===== config.mk =====
export PLATFORM = sky130hd
export DESIGN_NAME = snake_growth_controller_flat
export DESIGN_NICKNAME = d
export VERILOG_FILES = /design/src/rtl/snake_growth_controller_if.sv /design/src/rtl/snake_growth_controller.sv /design/src/flat_wrapper.sv
export SDC_FILE = /design/constraint.sdc
export NUM_CORES = 1
export LEC_CHECK = 0
export BUFFER_PORTS_ARGS = -buffer_cell sky130_fd_sc_hd__clkbuf_2
export CORE_MARGIN = 2
export CORE_UTILIZATION = 38
export CTS_BUF_LIST = sky130_fd_sc_hd__clkbuf_8
export CTS_CLUSTER_SIZE = 20
export DETAILED_ROUTE_END_ITERATION = 8
export HOLD_SLACK_MARGIN = 0.03
export PLACE_DENSITY_LB_ADDON = 0.12
export SKIP_LAST_GASP = 1
export SYNTH_ARGS = -nofsm -noshare
export SYNTH_HDL_FRONTEND = slang
export SYNTH_SLANG_ARGS = --single-unit

===== constraint.sdc =====
create_clock -name clk -period 2.29 [get_ports clk]
set_clock_uncertainty 0.15 [all_clocks]
set_input_delay 0.1145 -clock clk [delete_from_list [all_inputs] [get_ports clk]]
set_output_delay 0.1145 -clock clk [all_outputs]
set_load 0.05 [all_outputs]

===== src/rtl/snake_growth_controller_if.sv =====
`default_nettype none
// ============================================================================
// Module      : snake_growth_controller_if
// Description : Control/status bundle between the game logic and the snake
//               growth controller.
// Revision    : 1.0 - initial release
// ============================================================================
interface snake_growth_controller_if;
   logic       i_start_btn;
   logic       i_food_eaten;
   logic       i_collision;
   logic       i_step_tick;
   logic       o_grow_out;
   logic       o_parts_clear;
   logic [3:0] o_length;
   logic [1:0] o_pending;
   logic       o_running;
   logic       o_game_over;
   logic       o_win;

   // Game side: drives the events, observes the status.
   modport master (
      output i_start_btn, i_food_eaten, i_collision, i_step_tick,
      input  o_grow_out, o_parts_clear, o_length, o_pending,
      input  o_running, o_game_over, o_win
   );

   // Controller side.
   modport slave (
      input  i_start_btn, i_food_eaten, i_collision, i_step_tick,
      output o_grow_out, o_parts_clear, o_length, o_pending,
      output o_running, o_game_over, o_win
   );
endinterface
`default_nettype wire


===== src/rtl/snake_growth_controller.sv =====
`default_nettype none
// ============================================================================
// Module      : snake_growth_controller
// Description : Queues food events as grow requests and issues isolated
//               one-cycle grow strobes on game steps, tracking snake length
//               up to a win at length 10. Collision ends the game.
// Revision    : 1.0 - initial release
// ============================================================================
module snake_growth_controller (
   input  wire                            clk,
   input  wire                            rst,   // synchronous, active low
   snake_growth_controller_if.slave       bus
);

   localparam logic [3:0] C_MAX_LEN   = 4'd10;
   localparam logic [1:0] C_MAX_PEND  = 2'd3;

   typedef enum logic [2:0] {
      S_IDLE    = 3'd0,
      S_RUN     = 3'd1,
      S_GROW_HI = 3'd2,
      S_GROW_LO = 3'd3,
      S_OVER    = 3'd4,
      S_WIN     = 3'd5
   } state_t;

   state_t     r_state;
   state_t     w_state_next;
   logic [3:0] r_length;
   logic [3:0] w_length_next;
   logic [1:0] r_pending;
   logic [1:0] w_pending_next;
   logic       r_start_prev;
   logic       r_food_prev;
   logic       r_grow;
   logic       r_clear;
   logic       r_running;
   logic       r_over;
   logic       r_win;

   logic       w_start_edge;
   logic       w_food_edge;
   logic [1:0] w_pending_inc;

   assign w_start_edge  = bus.i_start_btn  & ~r_start_prev;
   assign w_food_edge   = bus.i_food_eaten & ~r_food_prev;
   assign w_pending_inc = (r_pending == C_MAX_PEND) ? C_MAX_PEND : r_pending + 2'd1;

   // Next-state, length and grow-queue decisions; collision outranks growth.
   always_comb begin
      w_state_next   = r_state;
      w_length_next  = r_length;
      w_pending_next = r_pending;
      case (r_state)
         S_IDLE: begin
            w_length_next  = 4'd1;
            w_pending_next = 2'd0;
            if (w_start_edge) w_state_next = S_RUN;
         end
         S_RUN: begin
            if (bus.i_collision) begin
               w_state_next   = S_OVER;
               w_pending_next = 2'd0;
            end else if (bus.i_step_tick && (r_pending != 2'd0) && (r_length < C_MAX_LEN)) begin
               // A simultaneous food edge cancels the decrement (+1-1).
               w_state_next   = S_GROW_HI;
               w_length_next  = r_length + 4'd1;
               w_pending_next = w_food_edge ? r_pending : r_pending - 2'd1;
            end else if (w_food_edge) begin
               w_pending_next = w_pending_inc;
            end
         end
         S_GROW_HI: begin
            if (bus.i_collision) begin
               w_state_next   = S_OVER;
               w_pending_next = 2'd0;
            end else begin
               w_state_next = S_GROW_LO;
               if (w_food_edge) w_pending_next = w_pending_inc;
            end
         end
         S_GROW_LO: begin
            if (bus.i_collision) begin
               w_state_next   = S_OVER;
               w_pending_next = 2'd0;
            end else if (r_length == C_MAX_LEN) begin
               w_state_next   = S_WIN;
               w_pending_next = 2'd0;
            end else begin
               w_state_next = S_RUN;
               if (w_food_edge) w_pending_next = w_pending_inc;
            end
         end
         S_OVER, S_WIN: begin
            w_pending_next = 2'd0;
            if (w_start_edge) begin
               w_state_next  = S_IDLE;
               w_length_next = 4'd1;
            end
         end
         default: begin
            w_state_next   = S_IDLE;
            w_length_next  = 4'd1;
            w_pending_next = 2'd0;
         end
      endcase
   end

   // State, counters, edge history and registered output flags.
   always_ff @(posedge clk) begin
      if (!rst) begin
         r_state      <= S_IDLE;
         r_length     <= 4'd1;
         r_pending    <= 2'd0;
         // Loading 1 keeps an input held through reset from looking like an edge.
         r_start_prev <= 1'b1;
         r_food_prev  <= 1'b1;
         r_grow       <= 1'b0;
         r_clear      <= 1'b1;
         r_running    <= 1'b0;
         r_over       <= 1'b0;
         r_win        <= 1'b0;
      end else begin
         r_state      <= w_state_next;
         r_length     <= w_length_next;
         r_pending    <= w_pending_next;
         r_start_prev <= bus.i_start_btn;
         r_food_prev  <= bus.i_food_eaten;
         // GROW_HI is only ever entered from RUN, so this is a single-cycle strobe.
         r_grow       <= (w_state_next == S_GROW_HI);
         r_clear      <= (w_state_next == S_IDLE);
         r_running    <= (w_state_next == S_RUN) || (w_state_next == S_GROW_HI) ||
                         (w_state_next == S_GROW_LO);
         r_over       <= (w_state_next == S_OVER);
         r_win        <= (w_state_next == S_WIN);
      end
   end

   assign bus.o_grow_out    = r_grow;
   assign bus.o_parts_clear = r_clear;
   assign bus.o_length      = r_length;
   assign bus.o_pending     = r_pending;
   assign bus.o_running     = r_running;
   assign bus.o_game_over   = r_over;
   assign bus.o_win         = r_win;

endmodule
`default_nettype wire


===== src/flat_wrapper.sv =====
// flat-port wrapper written by rule: the top's interface ports become plain ports
module snake_growth_controller_flat 
  (clk, rst, bus_i_start_btn, bus_i_food_eaten, bus_i_collision, bus_i_step_tick, bus_o_grow_out, bus_o_parts_clear, bus_o_length, bus_o_pending, bus_o_running, bus_o_game_over, bus_o_win);
  snake_growth_controller_if bus_i ();
  input  wire clk;
  input  wire rst;
  input wire logic [$bits(bus_i.i_start_btn)-1:0] bus_i_start_btn;
  input wire logic [$bits(bus_i.i_food_eaten)-1:0] bus_i_food_eaten;
  input wire logic [$bits(bus_i.i_collision)-1:0] bus_i_collision;
  input wire logic [$bits(bus_i.i_step_tick)-1:0] bus_i_step_tick;
  output wire logic [$bits(bus_i.o_grow_out)-1:0] bus_o_grow_out;
  output wire logic [$bits(bus_i.o_parts_clear)-1:0] bus_o_parts_clear;
  output wire logic [$bits(bus_i.o_length)-1:0] bus_o_length;
  output wire logic [$bits(bus_i.o_pending)-1:0] bus_o_pending;
  output wire logic [$bits(bus_i.o_running)-1:0] bus_o_running;
  output wire logic [$bits(bus_i.o_game_over)-1:0] bus_o_game_over;
  output wire logic [$bits(bus_i.o_win)-1:0] bus_o_win;
  assign bus_i.i_start_btn = bus_i_start_btn;
  assign bus_i.i_food_eaten = bus_i_food_eaten;
  assign bus_i.i_collision = bus_i_collision;
  assign bus_i.i_step_tick = bus_i_step_tick;
  assign bus_o_grow_out = bus_i.o_grow_out;
  assign bus_o_parts_clear = bus_i.o_parts_clear;
  assign bus_o_length = bus_i.o_length;
  assign bus_o_pending = bus_i.o_pending;
  assign bus_o_running = bus_i.o_running;
  assign bus_o_game_over = bus_i.o_game_over;
  assign bus_o_win = bus_i.o_win;
  snake_growth_controller u_core (.clk(clk), .rst(rst), .bus(bus_i));
endmodule

[Word level (Yosys, flattened, before mapping)]
Index checks and enable logic that the tools add are counted.
Cells by class
  add/sub/neg operators: 3
  order comparisons: 1
  eq/ne operators: 16
  mux-type cells: 21
  bitwise gates (word level): 5
  reductions and logical operators: 10
Operator list (number)
  $mux 3: 7
  $mux 2: 8
  $pmux 3 s5: 1
  $eq 3x2->1 const B: 4
  $eq 3x3->1 const B: 4
  $mux 4: 3
  $pmux 4 s3: 1
  $eq 3x1->1 const B: 2
  $logic_not 3->1: 2
  $pmux 2 s3: 1
  $add 4x1->4 const B: 1
  $eq 4x4->1 const B: 1
  $lt 4x4->1 const B: 1
  $ne 2x1->1 const B: 2
  $ne 4x4->1 const B: 1
  $reduce_and 4->1: 1
  $reduce_or 2->1: 2
  $not 1->1: 3
  $add 2x1->2 const B: 1
  $and 1x1->1: 2
  $eq 2x2->1 const B: 1
  $logic_and 1x1->1: 2
  $logic_or 1x1->1: 2
  $ne 2x2->1 const B: 1
  other kinds (2): 2
Storage, ports and cells
  register bits: 16

[Logic depth before layout (Yosys ltp)]
Gate-level depths: netlist of the first run.
  depth in word-level cells: 9
  mapped depth: 6
  gate-level depth less buffers: 6

[Worst setup path before layout of the first run]
No wires, ideal clock.
  path kind: register to register
  start: register u_core.r_pending[0], in the netlist u_core.bus.o_pending[0]
  end: register u_core.r_length[1], in the netlist u_core.bus.o_length[1]
  data arrival time: 1.796 ns
  data required time: 2.068 ns
  path slack: 0.272 ns
  cell stages (with the launch flop): 7
  buffers on the path: 0
  cells stage by stage: dfxtp_1 inv_1 ha_1 nand2b_1 o41ai_2 and2_4 mux2i_1
Between the ends
  longest elaborated chain between the ends: 5
RTL lines
  start, declared: line snake_growth_controller.sv:31  | logic [1:0] r_pending;
  start signal, assigned: line snake_growth_controller.sv:126  | r_pending <= w_pending_next;
  $reduce_bool 2->1: line snake_growth_controller.sv:64  | end else if (bus.i_step_tick && (r_pending != 2'd0) && (r_length < C_MAX_LEN)) begin
  $logic_and 1x1->1 (2 in a row): line snake_growth_controller.sv:64
  $ne 2x1->1 (no source line)
  $reduce_and 4->1 (no source line)
  end signal, assigned: line snake_growth_controller.sv:125  | r_length <= w_length_next;
  end, declared: line snake_growth_controller.sv:29  | logic [3:0] r_length;
No other way between the ends.
A chain may end at the register's enable or synchronous reset.

[Worst setup path in the final report of the first run]
Same ends and word-level chain as after synthesis.

==> results of run 1 <==
[through the flow]
stage | instances | util [%] | area [um2]
6_report | 139 | 46.3 | 1010
5_1_grt | 139 | 46.3 | 1010
4_1_cts | 139 | 46.3 | 1010
3_5_place_dp | 134 | 43.5 | 952
3_3_place_gp | 134 | 43.5 | 952
2_1_floorplan | 95 | - | 880
[Yosys cell counts (3+ instances only)]
cell type	instances	area, um2
nand2b_1	4	25.0
o21a_1	3	22.5
ha_1	4	50.1
nand3_1	6	30.0
buf_6	3	33.8
a21oi_1	6	30.0
inv_1	6	22.5
nand4b_1	3	26.3
nand2_1	3	11.3
o21ai_0	3	15.0
nor2_1	5	18.8
dfxtp_1	16	320
[layout make-up]
type,instances,area share [%]
Multi-Input combinational cell,67,48.4
Tap cell,28,3.46
Sequential cell,16,31.6
Inverter,7,2.59
Clock buffer,3,4.07
Timing Repair Buffer,18,9.88
[report_power, final]
part / switching, mW / internal (mW) / total, mW
Clock: 0.0922 / 0.117 / 0.209
Sequential: 0.00454 / 0.285 / 0.289
Combinational: 0.0345 / 0.0222 / 0.0567
[per-layer routing]
| layer | share of wire [%] | routed length [um] | GRT usage (%) |
|---|---|---|---|
| met4 | 1.9 | 31 | 7.89 |
| met3 | 3.6 | 60 | 3.45 |
| met2 | 44 | 732 | 21.9 |
| met5 | 0 | 0 | 0 |
| met1 | 51 | 847 | 21.2 |
[layout by cell type, fill, tap and decap left out, drive strengths merged, types with 2 or more instances in the layout]
| cell type | count |
|---|---|
| a21oi | 6 |
| nand4b | 3 |
| inv | 7 |
| nand3 | 6 |
| nor2b | 2 |
| nand2 | 3 |
| o31ai | 2 |
| a22o | 2 |
| dlygate4sd3 | 2 |
| and2 | 3 |
| clkbuf | 19 |
| ha | 4 |
| nor2 | 5 |
| o21a | 3 |
| dfxtp | 16 |
| nand2b | 4 |
| o211ai | 2 |
| a31oi | 2 |
| o21ai | 4 |
[worst max path at each step]
stage | startpoint | endpoint | depth (start not counted)
after CTS | u_core.bus.o_pending[0] | u_core.bus.o_length[1] | 6
after global placement | u_core.bus.o_pending[0] | u_core.bus.o_length[1] | 6
after global routing | u_core.bus.o_pending[0] | u_core.bus.o_length[1] | 6
after detailed placement | u_core.bus.o_pending[0] | u_core.bus.o_length[1] | 6
final | u_core.bus.o_pending[0] | u_core.bus.o_length[1] | 6
after floorplan | u_core.bus.o_pending[0] | u_core.bus.o_length[1] | 6
[state kept, by name, indices dropped and copies added, names as in the netlist]
name,flops
u_core.bus.o_length,4
u_core.bus.o_running,1
u_core.bus.o_game_over,1
u_core.r_food_prev,1
u_core.bus.o_parts_clear,1
u_core.r_start_prev,1
u_core.r_state,3
u_core.bus.o_pending,2
u_core.bus.o_win,1
u_core.bus.o_grow_out,1
[cells by family (layout without fill, tap and decap cells)]
family,count (synthesis),after routing
simple gates,34,34
flops,16,16
buf+inv,12,28
compound gates,28,28
mux,1,1
fa+ha+maj,4,4
[repair_timing]
item,in CTS,in global routing
hold buffers,2,0
gates resized for setup,0,0
hold endpoints to repair,2,0
==> impl_metrics.tcl, run 1 <==
set metrics [dict create \
    powerDensity_nw_per_um2 547 \
    p_total_mw 0.554 \
    min_period_ns 1.81 \
    post-place-ws_ns 0.487 \
    finalNetCount 123 \
    hpwl_mm 1.24 \
    synth-edff-count 0 \
    cts_sinks 16 \
    worstSkewPairLatency_ns 0.25 \
    critical_path_class "flop to flop" \
    crit_buf_inv 1 \
    yosys.area_share.simple_pct 24.9 \
    fin_crit_sh_pct 79.2 \
    cts.clk_slew.worst_paths_ns 0.06 \
    ant_nets 0 \
    synth_xor_area_share_pct 0 \
    hp-start "rst" \
    status "completed" \
    multi_input_area_um2 490 \
    first_pass_iters 4 \
    num_vias 703 \
    crit_slowest_cell "dfxtp_1" \
    synth_warnings 0 \
    synth_compound_area_share_pct 24.0 \
    clockBufferDepth 2 \
    synth_seq_cells 16 \
    tritoncts "done" \
    cts_max_level 1 \
    finalSetupViolCount 0 \
    die_area_um2 2720 \
    clock.fmax_mhz 552 \
    cts_buffers 3 \
    critPathCaptureType "flop" \
    drive_gt1_share_pct 24.3 \
    regArea_um2 320 \
    hold_end "u_core.r_start_prev" \
    die_x_um 52.1 \
    vias_per_cell 5.06 \
    crit_arrival_ns 1.84 \
    num_rows 17 \
    root_buffer "clkbuf_8" \
    core_area_um2 2190 \
    required_ns 2.32 \
    syn_inst 95 \
    reg2reg_from "u_core.bus.o_pending[0]" \
    synth_top_family_by_area "simple AND/OR/NAND/NOR gates" \
    synth_nets 105 \
    ir_worst_vdd_mv 0.310 \
    crit_path_start_kind "flop" \
    r2r_slack_ns 0.48 \
    pin_count 17 \
    slew_violations 0 \
    antenna_cells 0 \
    whs_ns 0.0776 \
    worst_slew_pin_slew_ns 0.472 \
    synth.area.mux_share_pct 1.14 \
    slew_headroom_pct 68.4 \
    crit_chain "inv_1 -> ha_1 -> nand2b_1 -> o41ai_2 -> and2_4 -> mux2i_1" \
    synth_area_um2 880 \
    grt_pass1_wl_mm 3.05 \
    r2r_cells 6 \
    synth_cell_types 40 \
    maxCapViolCount 0 \
    die_y_um 52.1 \
    postSynth.asyncResetShare_pct 0 \
    synth_fa_ha_area_share_pct 5.69 \
    r2r_end "u_core.bus.o_length[1]" \
    fin_ws_ns 0.477 \
    gp_congestion 0.824 \
    tns_ns 0 \
    syn_avg_cell_area_um2 9.26 \
    power_leakage_nw 0.414 \
    whs_path_depth 2 \
    grt_antenna_before_repair 0 \
    fillerInstances 218 \
    cpPeakStageDelay_ns 0.41 \
    hp-class "input port to flop" \
    drc 0 \
    yosysSeqAreaShare_pct 36.4 \
    grt_pass1_vias 672 \
    overflow 0 \
    hold_viol_final 0 \
    critPathTopFamily "simple AND/OR/NAND/NOR gates" \
    wirelength_mm 1.67 \
    initial_utilization_pct 40.1 \
    drtIter0Drc 2 \
    rsz0062_at_grt "false" \
    avgRoutedWirePerCell_um 12.0 \
    area_delta_synth_final_pct 15.2 \
    post_cts_buffers 0 \
    synth-main-ff-cell "dfxtp_1" \
    cp_max_fo 6 \
    grt_max_degree 15 \
    track_usage_pct 15.3 \
    portBuffers 16 \
]
Power figures use the tool's default switching activity.
==> run 2, diff against run 1 <==
==> constraint.sdc (replaced) <==
create_clock -name clk -period 1.5 [get_ports clk]
set_clock_uncertainty 0.15 [all_clocks]
set_input_delay 0.075 -clock clk [delete_from_list [all_inputs] [get_ports clk]]
set_output_delay 0.075 -clock clk [all_outputs]
set_load 0.05 [all_outputs]
==> run 2 against run 1 <==
The flow now finishes with violations (setup timing); setup slack worse by 0.62 ns; combinational power is 85% higher; count of clock-buffer cells in the layout up 1; critical path depth is 1 higher; flip-flop and latch count unchanged; sequential share of layout area is 3.9 points lower; utilization up 10 points; maximum frequency increased by 11%; register-to-register slack worse by 0.62 ns; largest power group unchanged; highest routed layer unchanged.
==> impl_metrics.tcl, run 2 (synthesis results as in run 1) <==
set metrics [dict create \
    status "finished, violations left" \
    violations "setup timing" \
    drtIter0Drc 9 \
    pin_count 17 \
    p_seq_share_pct 46.7 \
    wirelength_mm 1.91 \
    power_leakage_nw 0.524 \
    die_area_um2 2720 \
    cpPeakStageDelay_ns 0.36 \
    rsz0062_at_grt "true" \
    die_y_um 52.1 \
    num_vias 805 \
    cp_max_fo 6 \
    worstSkewPairLatency_ns 0.25 \
    whs_ns 0.0436 \
    slew_violations 0 \
    vias_per_cell 5.16 \
    largest_register_ffs 4 \
    p_switching_mw 0.222 \
    drive_gt1_share_pct 46.9 \
    critPathCaptureType "flop" \
    powerDensity_nw_per_um2 750 \
    initial_utilization_pct 40.1 \
    intPower_mw 0.705 \
    grt_max_degree 15 \
    p_clk_share_pct 42.0 \
    grt_pass1_vias 765 \
    fin_crit_sh_pct 109 \
    cts_max_level 1 \
    crit_arrival_ns 1.63 \
    final_common_cell "clkbuf_2" \
    area_delta_synth_final_pct 40.5 \
    crit_slowest_cell "dfxtp_4" \
    crit_path_start_kind "flop" \
    portBuffers 16 \
    postPlaceCellArea_um2 1110 \
    hp-class "input port to flop" \
    tns_ns -0.494 \
    cts_sinks 16 \
    antenna_cells 0 \
    required_ns 1.50 \
    clock.fmax_mhz 610 \
    worst_slew_pin_slew_ns 0.316 \
    whs_path_depth 2 \
    avgRoutedWirePerCell_um 12.2 \
    grt_pass1_wl_mm 3.30 \
    first_pass_iters 4 \
    maxCapViolCount 0 \
    finalNetCount 139 \
    grt_antenna_before_repair 0 \
    crit_chain "inv_4 -> ha_4 -> nand2b_4 -> buf_4 -> nor3b_4 -> nand3_1 -> o31a_1" \
    ir_worst_vdd_mv 0.415 \
    p_comb_share_pct 11.3 \
    hpwl_mm 1.42 \
    r2r_cells 7 \
    die_x_um 52.1 \
    final_design_area_no_fill_um2 1240 \
    clockBufferDepth 2 \
    num_rows 17 \
    fin_ws_ns -0.138 \
    finalSetupViolCount 11 \
    drc 0 \
    cts.clk_slew.worst_paths_ns 0.06 \
    ant_nets 0 \
    post-place-ws_ns -0.159 \
    p_sw_share_pct 23.9 \
    hold_viol_final 0 \
    final_cell_mix "clkbuf_2 (16), buf_4 (14), dfxtp_1 (8)" \
    core_area_um2 2190 \
    fin_util_pct 56.4 \
    track_usage_pct 16.7 \
    root_buffer "clkbuf_8" \
    min_period_ns 1.64 \
    tritoncts "done" \
    slew_headroom_pct 78.7 \
    critical_path_class "flop to flop" \
    cts_buffers 3 \
    overflow 0 \
    gp_congestion 0.775 \
]
-- run 2: cell types whose count changed in the layout (fill, tap and decap cells not counted), sizes merged --
cell,previous run,this run
dlygate4sd3,2,3
buf,0,15
clkbuf,19,20
-- run 2: critical path: cells and delay by family, from the launching register on --
family | cells | cell delay (ns)
DFF | 1 | 0.36
AOI/OAI and AO/OA | 1 | 0.12
and+or+nand+nor | 3 | 0.58
buffers and inverters | 2 | 0.19
adders and majority gates | 1 | 0.15
-- run 2: repair_timing --
| action | 4_1_cts | 5_1_grt |
|---|---|---|
| gates cloned | 0 | 0 |
| hold buffers | 3 | 0 |
| gates resized for setup | 3 | 3 |
| setup buffers | 1 | 1 |
| pin swaps | 3 | 11 |
| endpoints found under the hold margin | 2 | 0 |
| setup endpoints to repair | 6 | 13 |
-- run 2: area by class of cell --
type / count / area (um2)
Timing Repair Buffer: 34 / 235
Fill cell: 196 / 955
Multi-Input combinational cell: 67 / 539
Sequential cell: 16 / 343
Clock buffer: 4 / 55.1
Inverter: 7 / 28.8
Tap cell: 28 / 35.0
-- run 2: worst paths after layout --
check	startpoint	to	slack, ns
setup reg to reg	u_core.bus.o_pending[1]	u_core.bus.o_length[0]	-0.14
setup / recovery	u_core.bus.o_pending[1]	u_core.bus.o_length[0]	-0.14
hold / removal	rst	u_core.r_food_prev	0.04
hold reg to reg	u_core.bus.o_length[3]	u_core.bus.o_length[3]	0.41
-- run 2: per-layer routing --
layer  track usage, %  part of all wire, %
met3             3.74                  3.8
met1             20.7                   47
met5                0                    0
met2             26.2                   47
met4             9.65                  2.3
-- run 2: metrics by stage --
| stage | instances | total power, mW |
|---|---|---|
| global placement | 147 | 0.538 |
| finish | 156 | 0.927 |
| global route | 156 | 0.958 |
| CTS | 155 | 0.939 |
| floorplan | 95 | 0.510 |
| detailed placement | 147 | 0.538 |
-- run 2: power groups by stage --
| stage | combinational (mW) | sequential [mW] | clock (mW) |
|---|---|---|---|
| after floorplan | 0.0531 | 0.456 | 0 |
| after global placement | 0.0944 | 0.443 | 0 |
| after detailed placement | 0.0942 | 0.443 | 0 |
| after CTS | 0.103 | 0.434 | 0.402 |
| after global routing | 0.116 | 0.434 | 0.409 |
| final | 0.105 | 0.433 | 0.390 |
==> run 3, diff against run 2 <==
--- a/config.mk
+++ b/config.mk
@@ -5,6 +5,7 @@
 export SDC_FILE = /design/constraint.sdc
 export NUM_CORES = 1
 export LEC_CHECK = 0
+export ABC_AREA = 1
 export BUFFER_PORTS_ARGS = -buffer_cell sky130_fd_sc_hd__clkbuf_2
 export CORE_MARGIN = 2
 export CORE_UTILIZATION = 38
==> constraint.sdc (replaced) <==
create_clock -name clk -period 2.1 [get_ports clk]
set_clock_uncertainty 0.15 [all_clocks]
set_input_delay 0.105 -clock clk [delete_from_list [all_inputs] [get_ports clk]]
set_output_delay 0.105 -clock clk [all_outputs]
set_load 0.05 [all_outputs]
==> run 3 against run 2 <==
The flow now finishes without violations; global-route usage fell by 1.1 points; critical path depth is 2 higher; count of clock-buffer cells in the layout unchanged; critical endpoint is now u_core.bus.o_pending[0].
==> impl_metrics.tcl, run 3 <==
set metrics [dict create \
    synth_area_um2 866 \
    status "completed" \
    avgRoutedWirePerCell_um 10.2 \
    fin_crit_sh_pct 80.9 \
    synth_area_leaders "dfxtp_1 (37%), nand2_1 (13%), inv_1 (6.5%), nor2_1 (6.1%), ha_1 (5.8%)" \
    cp_max_fo 5 \
    tns_ns 0 \
    initial_utilization_pct 39.5 \
    r2r_slack_ns 0.40 \
    maxCapViolCount 0 \
    synth_top_area_cell "dfxtp_1" \
    grt.busiest_layer "met2" \
    cts_buffers 3 \
    ant_nets 0 \
    area_delta_synth_final_pct 23.7 \
    die_x_um 51.7 \
    num_rows 17 \
    hold_buffers 4 \
    hold_viol_final 0 \
    yosysMostFrequentCell "nand2_1" \
    critPathCaptureType "flop" \
    whs_path_depth 4 \
    overflow 0 \
    synth_seq_cells 16 \
    grt_pass1_wl_mm 3.06 \
    cts_sinks 16 \
    hp-class "input port to flop" \
    slew_violations 0 \
    grt_pass1_vias 723 \
    die_y_um 51.7 \
    crit_slowest_cell "dfxtp_1" \
    postSynth.asyncResetShare_pct 0 \
    track_usage_pct 15.6 \
    gp_congestion 0.842 \
    ir_worst_vdd_mv 0.353 \
    synth_warnings 0 \
    first_pass_iters 4 \
    clock.fmax_mhz 588 \
    core_area_um2 2190 \
    cts_resized 0 \
    hpwl_mm 1.34 \
    synthTopCellsByCount "nand2_1 (29), dfxtp_1 (16), inv_1 (15)" \
    critical_path_class "flop to flop" \
    final_design_area_no_fill_um2 1070 \
    final_common_cell "nand2_1" \
    largest_register_ffs 4 \
    grt_use_met1_pct 20.2 \
    finalSetupViolCount 0 \
    clockBufferDepth 2 \
    cts.clk_slew.worst_paths_ns 0.06 \
    drtIter0Drc 27 \
    min_period_ns 1.70 \
    cpPeakStageDelay_ns 0.39 \
    synth-main-ff-cell "dfxtp_1" \
    synth_cell_types 25 \
    power_leakage_nw 0.521 \
    reg2reg_from "u_core.bus.o_pending[0]" \
    hold_end "u_core.bus.o_grow_out" \
    syn_inst 122 \
    hp-start "bus_i_collision" \
    post_cts_buffers 0 \
    r2r_end "u_core.bus.o_pending[0]" \
    num_vias 799 \
    synth_top_cell_area_share_pct 37.0 \
    portBuffers 16 \
    synth-edff-count 0 \
    antenna_cells 0 \
    yosysSeqAreaShare_pct 37.0 \
    pin_count 17 \
    fin_util_pct 48.9 \
    postPlaceCellArea_um2 976 \
    finalNetCount 156 \
    powerDensity_nw_per_um2 603 \
    slew_headroom_pct 79.5 \
    tritoncts "done" \
    r2r_cells 9 \
    use_met2_pct 24.6 \
    grt_antenna_before_repair 0 \
    root_buffer "clkbuf_8" \
    crit_chain "inv_1 -> ha_1 -> nor2_1 -> nand2_2 -> nor3_4 -> inv_2 -> nor2_2 -> nand2_1 -> a21oi_1" \
    cts_max_level 1 \
    rsz0062_at_grt "false" \
    final_cell_mix "nand2_1 (29), clkbuf_2 (16), dfxtp_1 (16)" \
    die_area_um2 2680 \
    grt_max_degree 10 \
    worstSkewPairLatency_ns 0.25 \
    drive_gt1_share_pct 25.5 \
    required_ns 2.13 \
    crit_arrival_ns 1.73 \
    drc 0 \
    crit_path_start_kind "flop" \
    synth_nets 132 \
    wirelength_mm 1.76 \
    use_met3_pct 3.45 \
    syn_avg_cell_area_um2 7.10 \
    vias_per_cell 4.62 \
    worst_slew_pin_slew_ns 0.308 \
]
## run 3: per-stage QoR
stage               instances  hold slack (ns)  setup slack [ns]  total power [mW]
floorplan                 122           0.0237             0.158             0.356
global placement          165            0.138             0.435             0.372
detailed placement        165            0.148             0.395             0.373
CTS                       173           0.0925             0.381             0.654
global route              173            0.117             0.225             0.679
finish                    173            0.100             0.400             0.646
## run 3: critical path: cells and delay by family, from the launching register on
kind	cells	cell delay, ns
compound gates	1	0.13
fa+ha+maj	1	0.20
simple gates	5	0.63
buf+inv	2	0.14
flops	1	0.39
## run 3: kinds of logic (layout without fill, tap and decap cells)
logic type	count (synthesis)	count (layout)	share of synthesized area, %
AO/OA/AOI/OAI	15	15	9.54
XOR/XNOR	2	2	2.02
adder cells (fa/ha/maj)	4	4	5.78
buffers and inverters	20	43	8.81
flip-flops	16	16	37.0
AND/OR/NAND/NOR	65	65	36.9
## run 3: worst max path at each step
| stage | endpoint | slack (ns) | startpoint | cells past startpoint |
|---|---|---|---|---|
| 3_5_place_dp | u_core.bus.o_pending[0] | 0.40 | u_core.bus.o_pending[0] | 9 |
| 5_1_grt | u_core.bus.o_pending[0] | 0.22 | u_core.bus.o_pending[0] | 9 |
| 3_3_place_gp | u_core.bus.o_pending[0] | 0.43 | u_core.bus.o_pending[0] | 9 |
| 4_1_cts | u_core.bus.o_pending[0] | 0.38 | u_core.bus.o_pending[0] | 9 |
| 2_1_floorplan | u_core.bus.o_pending[0] | 0.16 | u_core.bus.o_pending[0] | 9 |
| 6_report | u_core.bus.o_pending[0] | 0.40 | u_core.bus.o_pending[0] | 9 |
## run 3: cell type report
cell class / instances / area [um2]
Fill cell: 226 / 1120
Multi-Input combinational cell: 86 / 469
Sequential cell: 16 / 320
Timing Repair Buffer: 20 / 120
Inverter: 19 / 71.3
Clock buffer: 4 / 55.1
Tap cell: 28 / 35.0
## run 3: report_power, final
group | switching (mW) | internal (mW)
Clock | 0.108 | 0.166
Sequential | 0.00385 | 0.309
Combinational | 0.0387 | 0.0196
## run 3: layer usage
layer,vias to the layer above,share of wire [%],wire length (um)
li1,423,-,-
met1,351,48,853
met2,21,47,823
met3,4,3.7,66
met4,0,1.1,19
met5,-,0,0
